--- src/rtl/reg_shift_pkg.sv ---
// Shared constants and state encoding for the reg_shift_tx serial transmitter.
// Optional feature macro: REG_SHIFT_TX_PARITY_EN (adds the even-parity bit and PARITY state).
package reg_shift_pkg;

   localparam int unsigned A_W     = 8;
   localparam int unsigned B_W     = 2;
   localparam int unsigned C_W     = 3;
   localparam int unsigned FRAME_W = A_W + B_W + C_W;
   localparam int unsigned DCNT_W  = 4;
   localparam int unsigned TCNT_W  = 8;

   typedef enum logic [2:0] {
      ST_IDLE   = 3'd0,
      ST_START  = 3'd1,
      ST_DATA   = 3'd2,
`ifdef REG_SHIFT_TX_PARITY_EN
      ST_PARITY = 3'd3,
`endif
      ST_STOP   = 3'd4
   } state_e;

`ifdef REG_SHIFT_TX_PARITY_EN
   // Even parity: the line carries the XOR of all payload bits.
   function automatic logic even_parity(input logic [FRAME_W-1:0] payload);
      return ^payload;
   endfunction
`endif

endpackage

--- src/rtl/reg_bit_timer.sv ---
// Bit-period timer: counts BIT_CYCLES clk cycles per serial bit.
// Ports: clk, reset (async, active-low), load (restart the period),
//        bit_tick (high in the last cycle of each bit period),
//        tick_next_c (bit_tick will be high in the next cycle).
module reg_bit_timer
   import reg_shift_pkg::*;
#(
   parameter int unsigned BIT_CYCLES = 1
) (
   input  logic clk,
   input  logic reset,
   input  logic load,
   output logic bit_tick,
   output logic tick_next_c
);

   localparam logic [TCNT_W-1:0] RELOAD = TCNT_W'(BIT_CYCLES - 1);

   logic [TCNT_W-1:0] cnt_q, cnt_d;
   logic              tick_q, tick_d;

   // Down-counter that reloads on every period boundary or on an explicit load.
   always_comb begin
      cnt_d = cnt_q - TCNT_W'(1);
      if (load || tick_q) begin
         cnt_d = RELOAD;
      end
      tick_d = (cnt_d == '0);
   end

   always_ff @(posedge clk or negedge reset) begin
      if (!reset) begin
         cnt_q  <= '0;
         tick_q <= 1'b1;
      end else begin
         cnt_q  <= cnt_d;
         tick_q <= tick_d;
      end
   end

   assign bit_tick    = tick_q;
   assign tick_next_c = tick_d;

endmodule

--- src/rtl/reg_shift_tx.sv ---
// Serial transmitter for a 13-bit register payload {a_in, b_in, c_in}, MSB first.
// Frame: start(0), 13 data bits, [even parity], stop(1); each bit BIT_CYCLES clocks.
// Ports: clk, reset (async, active-low), in_valid/in_ready (frame handshake),
//        a_in/b_in/c_in (payload fields), ser_out (idle high), busy, tx_done.
// Optional feature macro: REG_SHIFT_TX_PARITY_EN.
module reg_shift_tx
   import reg_shift_pkg::*;
#(
   parameter int unsigned BIT_CYCLES = 1
) (
   input  logic           clk,
   input  logic           reset,
   input  logic           in_valid,
   output logic           in_ready,
   input  logic [A_W-1:0] a_in,
   input  logic [B_W-1:0] b_in,
   input  logic [C_W-1:0] c_in,
   output logic           ser_out,
   output logic           busy,
   output logic           tx_done
);

   state_e              state_q, state_d;
   logic [FRAME_W-1:0]  shift_q, shift_d;
   logic [DCNT_W-1:0]   bit_cnt_q, bit_cnt_d;
   logic                ser_q, ser_d;
   logic                busy_q, busy_d;
   logic                in_ready_q, in_ready_d;
   logic                tx_done_q, tx_done_d;
`ifdef REG_SHIFT_TX_PARITY_EN
   logic                parity_q, parity_d;
`endif

   logic                timer_load;
   logic                bit_tick;
   logic                tick_next_c;
   logic                accept_c;
   logic [FRAME_W-1:0]  payload_c;

   assign payload_c = {a_in, b_in, c_in};
   assign accept_c  = in_valid && in_ready_q;

   reg_bit_timer #(
      .BIT_CYCLES (BIT_CYCLES)
   ) u_bit_timer (
      .clk         (clk),
      .reset       (reset),
      .load        (timer_load),
      .bit_tick    (bit_tick),
      .tick_next_c (tick_next_c)
   );

   // Next-state, shift register and registered line output.
   always_comb begin
      state_d    = state_q;
      shift_d    = shift_q;
      bit_cnt_d  = bit_cnt_q;
      ser_d      = ser_q;
      timer_load = 1'b0;
`ifdef REG_SHIFT_TX_PARITY_EN
      parity_d   = parity_q;
`endif

      case (state_q)
         ST_IDLE: begin
            ser_d = 1'b1;
            if (accept_c) begin
               state_d    = ST_START;
               shift_d    = payload_c;
               bit_cnt_d  = '0;
               ser_d      = 1'b0;
               timer_load = 1'b1;
`ifdef REG_SHIFT_TX_PARITY_EN
               parity_d   = even_parity(payload_c);
`endif
            end
         end
         ST_START: begin
            if (bit_tick) begin
               state_d = ST_DATA;
               ser_d   = shift_q[FRAME_W-1];
               shift_d = {shift_q[FRAME_W-2:0], 1'b0};
            end
         end
         ST_DATA: begin
            if (bit_tick) begin
               if (bit_cnt_q == DCNT_W'(FRAME_W - 1)) begin
`ifdef REG_SHIFT_TX_PARITY_EN
                  state_d = ST_PARITY;
                  ser_d   = parity_q;
`else
                  state_d = ST_STOP;
                  ser_d   = 1'b1;
`endif
               end else begin
                  bit_cnt_d = bit_cnt_q + DCNT_W'(1);
                  ser_d     = shift_q[FRAME_W-1];
                  shift_d   = {shift_q[FRAME_W-2:0], 1'b0};
               end
            end
         end
`ifdef REG_SHIFT_TX_PARITY_EN
         ST_PARITY: begin
            if (bit_tick) begin
               state_d = ST_STOP;
               ser_d   = 1'b1;
            end
         end
`endif
         ST_STOP: begin
            if (bit_tick) begin
               state_d = ST_IDLE;
               ser_d   = 1'b1;
            end
         end
         default: begin
            state_d = ST_IDLE;
            ser_d   = 1'b1;
         end
      endcase

      busy_d     = (state_d != ST_IDLE);
      in_ready_d = (state_d == ST_IDLE);
      // Registered pulse lands on the final cycle of the stop bit.
      tx_done_d  = (state_d == ST_STOP) && tick_next_c;
   end

   always_ff @(posedge clk or negedge reset) begin
      if (!reset) begin
         state_q    <= ST_IDLE;
         shift_q    <= '0;
         bit_cnt_q  <= '0;
         ser_q      <= 1'b1;
         busy_q     <= 1'b0;
         in_ready_q <= 1'b1;
         tx_done_q  <= 1'b0;
`ifdef REG_SHIFT_TX_PARITY_EN
         parity_q   <= 1'b0;
`endif
      end else begin
         state_q    <= state_d;
         shift_q    <= shift_d;
         bit_cnt_q  <= bit_cnt_d;
         ser_q      <= ser_d;
         busy_q     <= busy_d;
         in_ready_q <= in_ready_d;
         tx_done_q  <= tx_done_d;
`ifdef REG_SHIFT_TX_PARITY_EN
         parity_q   <= parity_d;
`endif
      end
   end

   assign ser_out  = ser_q;
   assign busy     = busy_q;
   assign in_ready = in_ready_q;
   assign tx_done  = tx_done_q;

endmodule

--- config.mk ---
export PLATFORM = sky130hd
export DESIGN_NAME = reg_shift_tx
export DESIGN_NICKNAME = d
export VERILOG_FILES = /design/src/rtl/reg_shift_pkg.sv /design/src/rtl/reg_bit_timer.sv /design/src/rtl/reg_shift_tx.sv
export SDC_FILE = /design/constraint.sdc
export NUM_CORES = 1
export LEC_CHECK = 0
export BUFFER_PORTS_ARGS = -buffer_cell sky130_fd_sc_hd__buf_2
export CAP_MARGIN = 20
export CORE_MARGIN = 8
export CORE_UTILIZATION = 51
export CTS_BUF_LIST = sky130_fd_sc_hd__clkbuf_8 sky130_fd_sc_hd__clkbuf_16
export DETAILED_ROUTE_END_ITERATION = 16
export GPL_ROUTABILITY_DRIVEN = 0
export PLACE_DENSITY = 0.75
export SYNTH_ARGS = -nofsm -noshare
export SYNTH_HDL_FRONTEND = slang
export SYNTH_SLANG_ARGS = --single-unit
--- constraint.sdc ---
create_clock -name clk -period 1.8 [get_ports clk]
set_input_delay 0.27 -clock clk [delete_from_list [all_inputs] [get_ports clk]]
set_output_delay 0.27 -clock clk [all_outputs]
set_load 0.02 [all_outputs]
==> summary.md <==
| Metric | Value |
|---|---|
| Most used DFF post-synth | dfrtp_1 |
| Top cells by count, synth | 30 x dfrtp_1, 26 x mux2_2, 11 x nor2_1 |
| Drt wl/cell | 14.6 um |
| Post-synthesis cell type count | 37 |
| I/O pins | 20 |
| Worst-Skew Late Latency | 0.29 ns |
| Worst Setup Path Type | register to register |
| Die area | 5380 sq um |
| H-tree levels | 2 |
| GRT Total Usage | 13.9% |
| Pre-antenna DRT Iters | 4 |
| CTS Buffer Depth | 2 |
| Leakage power | 0.964 nW |
| Startpoint class of the critical path | register |
| CTS Hold Bufs | 0 |
| Antenna violations before repair | 0 |
| Remaining antenna violation count | 0 |
| Post-DP HPWL | 2380 um |
| Power Dens Cells | 1550 nW/um^2 |
| CP arrival | 1.96 ns |
| Drt first-iter violations | 36 |
| DR vias | 1200 |
| Maxcap violations | 0 |
| Vias in the first global route | 1299 |
| DR DRC count | 0 |
| Post-synth EDFFs | 0 |
| Crit Path Max Fanout | 5 |
| Post-CTS Setup Bufs | 0 |
| Cell type with the highest aggregate area in the netlist | dfrtp_1 |
| Seq/Total Area, Yosys | 49.4% |
| Final Hold Viols | 0 |
| Clock-pin transition on the worst setup and hold timing paths | 0.06 ns |
| Total CTS buffers | 5 |
| Syn_nets | 161 |
| Top cell type's share of synthesized area | 44.7% |
| Filler instances | 296 |
| WL final | 3280 um |
| Unrepaired setup endpoints after global routing | yes |
| Crit end category | register |
| Dpl ws | -0.00238 ns |
| CTS sink cnt | 33 |
| Routed vias/inst | 5.36 |
| Final Max Slew Viols | 0 |
| Syn-to-layout area delta | 21.7% |
| First-pass GRT wire length | 5660 um |
| Total congestion overflow | 0 |
| Post-Route Skew | 0.00403 ns |
| Worst-Margin Slew | 0.708 ns |
| Top cells by area, synth | dfrtp_1 45%, mux2_2 17%, dfstp_2 4.7% |
| Syn avg cell area | 11.8 sq um |
| Slew HR | 52.8% |
| PortBufs | 19 |
| Status | completed |
| Diodes inserted | 0 |
| Mapped Cells | 142 |
| Final setup fails | 0 |
| Fmax | 0.557 GHz |
| Peak supply drop | 0.000607 V |
| Setup WS post-layout | 0.00441 ns |
| Nets | 196 |
| Mapped Area | 1680 sq um |
| WP data required | 1.97 ns |
| Synth async-reset ratio | 100% |
| Cell with the most instances after synthesis | dfrtp_1 |
| Initial Util | 51.5% |
| Root Buffer | clkbuf_8 |
| Synth warn | 0 |
| CTS tree | yes |
| Core area | 3260 sq um |
| Crit share post-route | 99.8% |
| Die W | 73.4 um |
| Yosys reg bits | 33 |
| Layout cells sized above 1 | 44.9% |
| Min Clock Period, post-route | 1.80 ns |
| Hold Crit Class | input pin to async pin |
| Reg2Reg Setup Slack | 0.004 ns |
| Cell Rows | 21 |
| Die height | 73.4 um |
| Fin util | 62.7% |
| Largest net degree at the start of global routing | 34 |
==> sequential cells by signal, indices dropped and copies added, names as in the netlist <==
name                  count
busy                      1
u_bit_timer.bit_tick      1
state_q                   3
ser_out                   1
u_bit_timer.cnt_q         8
tx_done                   1
in_ready                  1
bit_cnt_q                 4
shift_q                  13
==> timing repair <==
item	4_1_cts	5_1_grt
gates cloned	0	0
endpoints found under the setup margin	1	4
gates resized for setup	2	1
==> worst paths after layout <==
kind                                                  endpoint                           start  cells after the start
max in group asynchronous               shift_q[8]$_DFFE_PN0P_                           reset                      1
worst max register to register               tx_done$_DFF_PN0_  u_bit_timer.cnt_q[1]$_DFF_PN0_                      4
worst min register to register          shift_q[9]$_DFFE_PN0P_          shift_q[9]$_DFFE_PN0P_                      1
worst max-delay path                         tx_done$_DFF_PN0_  u_bit_timer.cnt_q[1]$_DFF_PN0_                      4
worst min-delay path            u_bit_timer.cnt_q[5]$_DFF_PN0_                           reset                      1
min in group clk                        shift_q[0]$_DFFE_PN0P_                         c_in[0]                      3
==> layout by cell type, fill, tap and decap left out, types with 2 or more instances in the layout <==
| cell type | synthesis | final |
|---|---|---|
| a21oi_1 | 5 | 5 |
| buf_2 | 4 | 19 |
| buf_4 | 1 | 13 |
| clkbuf_8 | 0 | 6 |
| dfrtp_1 | 30 | 30 |
| dfstp_2 | 3 | 3 |
| ha_1 | 3 | 3 |
| inv_1 | 7 | 9 |
| mux2_2 | 26 | 26 |
| nand2_1 | 4 | 3 |
| nand3_1 | 2 | 2 |
| nand3b_1 | 4 | 4 |
| nand4_1 | 3 | 3 |
| nor2_1 | 11 | 11 |
| nor3_1 | 4 | 4 |
| nor3b_2 | 1 | 2 |
| o21a_1 | 2 | 2 |
| o21ai_0 | 4 | 4 |
| xnor2_1 | 4 | 4 |
| xor2_1 | 4 | 4 |
==> through the flow <==
stage | hold slack (ns) | std cells | power (mW) | setup TNS, ns | cell area, sq um
final | 0.0331 | 224 | 3.16 | 0 | 2040
after global routing | 0.0837 | 224 | 3.38 | -0.0541 | 2040
after CTS | 0.0514 | 224 | 3.20 | 0 | 2040
after detailed placement | 0.364 | 216 | 2.62 | -0.00238 | 1930
after global placement | 0.355 | 216 | 2.54 | 0 | 1930
after floorplan | -0.0256 | 142 | 2.24 | 0 | 1690
==> layer usage <==
layer / vias up / part of all wire (%) / track usage [%]
met5: - / 0 / 0
met4: 0 / 2.4 / 7.76
met3: 7 / 4.1 / 5.46
met2: 17 / 55 / 24.9
met1: 598 / 38 / 13.3
li1: 578 / - / -
==> kinds of logic (layout without fill, tap and decap cells) <==
family	Yosys count	after routing	synth area share (%)
AOI/OAI and AO/OA	20	20	9.09
and+or+nand+nor	40	40	14.5
xor gates and xnor gates	8	8	4.17
buffers and inverters	12	48	3.20
DFF	33	33	49.4
adders and majority gates	3	3	2.24
muxes	26	26	17.4
==> power by group <==
group / total, mW / leakage, nW / internal [mW] / switching [mW]
clock network: 0.562 / 0.0538 / 0.300 / 0.262
registers: 1.17 / 0.416 / 1.01 / 0.158
logic: 1.43 / 0.495 / 0.833 / 0.595
==> worst max-delay path: stages (launching register included) <==
cell	delay [ns]
dfrtp_1	0.38
or4_4	0.57
or4b_4	0.51
a21oi_4	0.15
nor3b_1	0.07
==> final cells by class <==
| type | count | area, sq um | share of cell area (%) |
|---|---|---|---|
| Timing Repair Buffer | 33 | 213 | 10.4 |
| Multi-Input combinational cell | 97 | 827 | 40.5 |
| Inverter | 7 | 26.3 | 1.29 |
| Tap cell | 46 | 57.6 | 2.82 |
| Clock buffer | 6 | 82.6 | 4.04 |
| Clock inverter | 2 | 7.51 | 0.367 |
| Sequential cell | 33 | 830 | 40.6 |
Power figures use the tool's default switching activity.
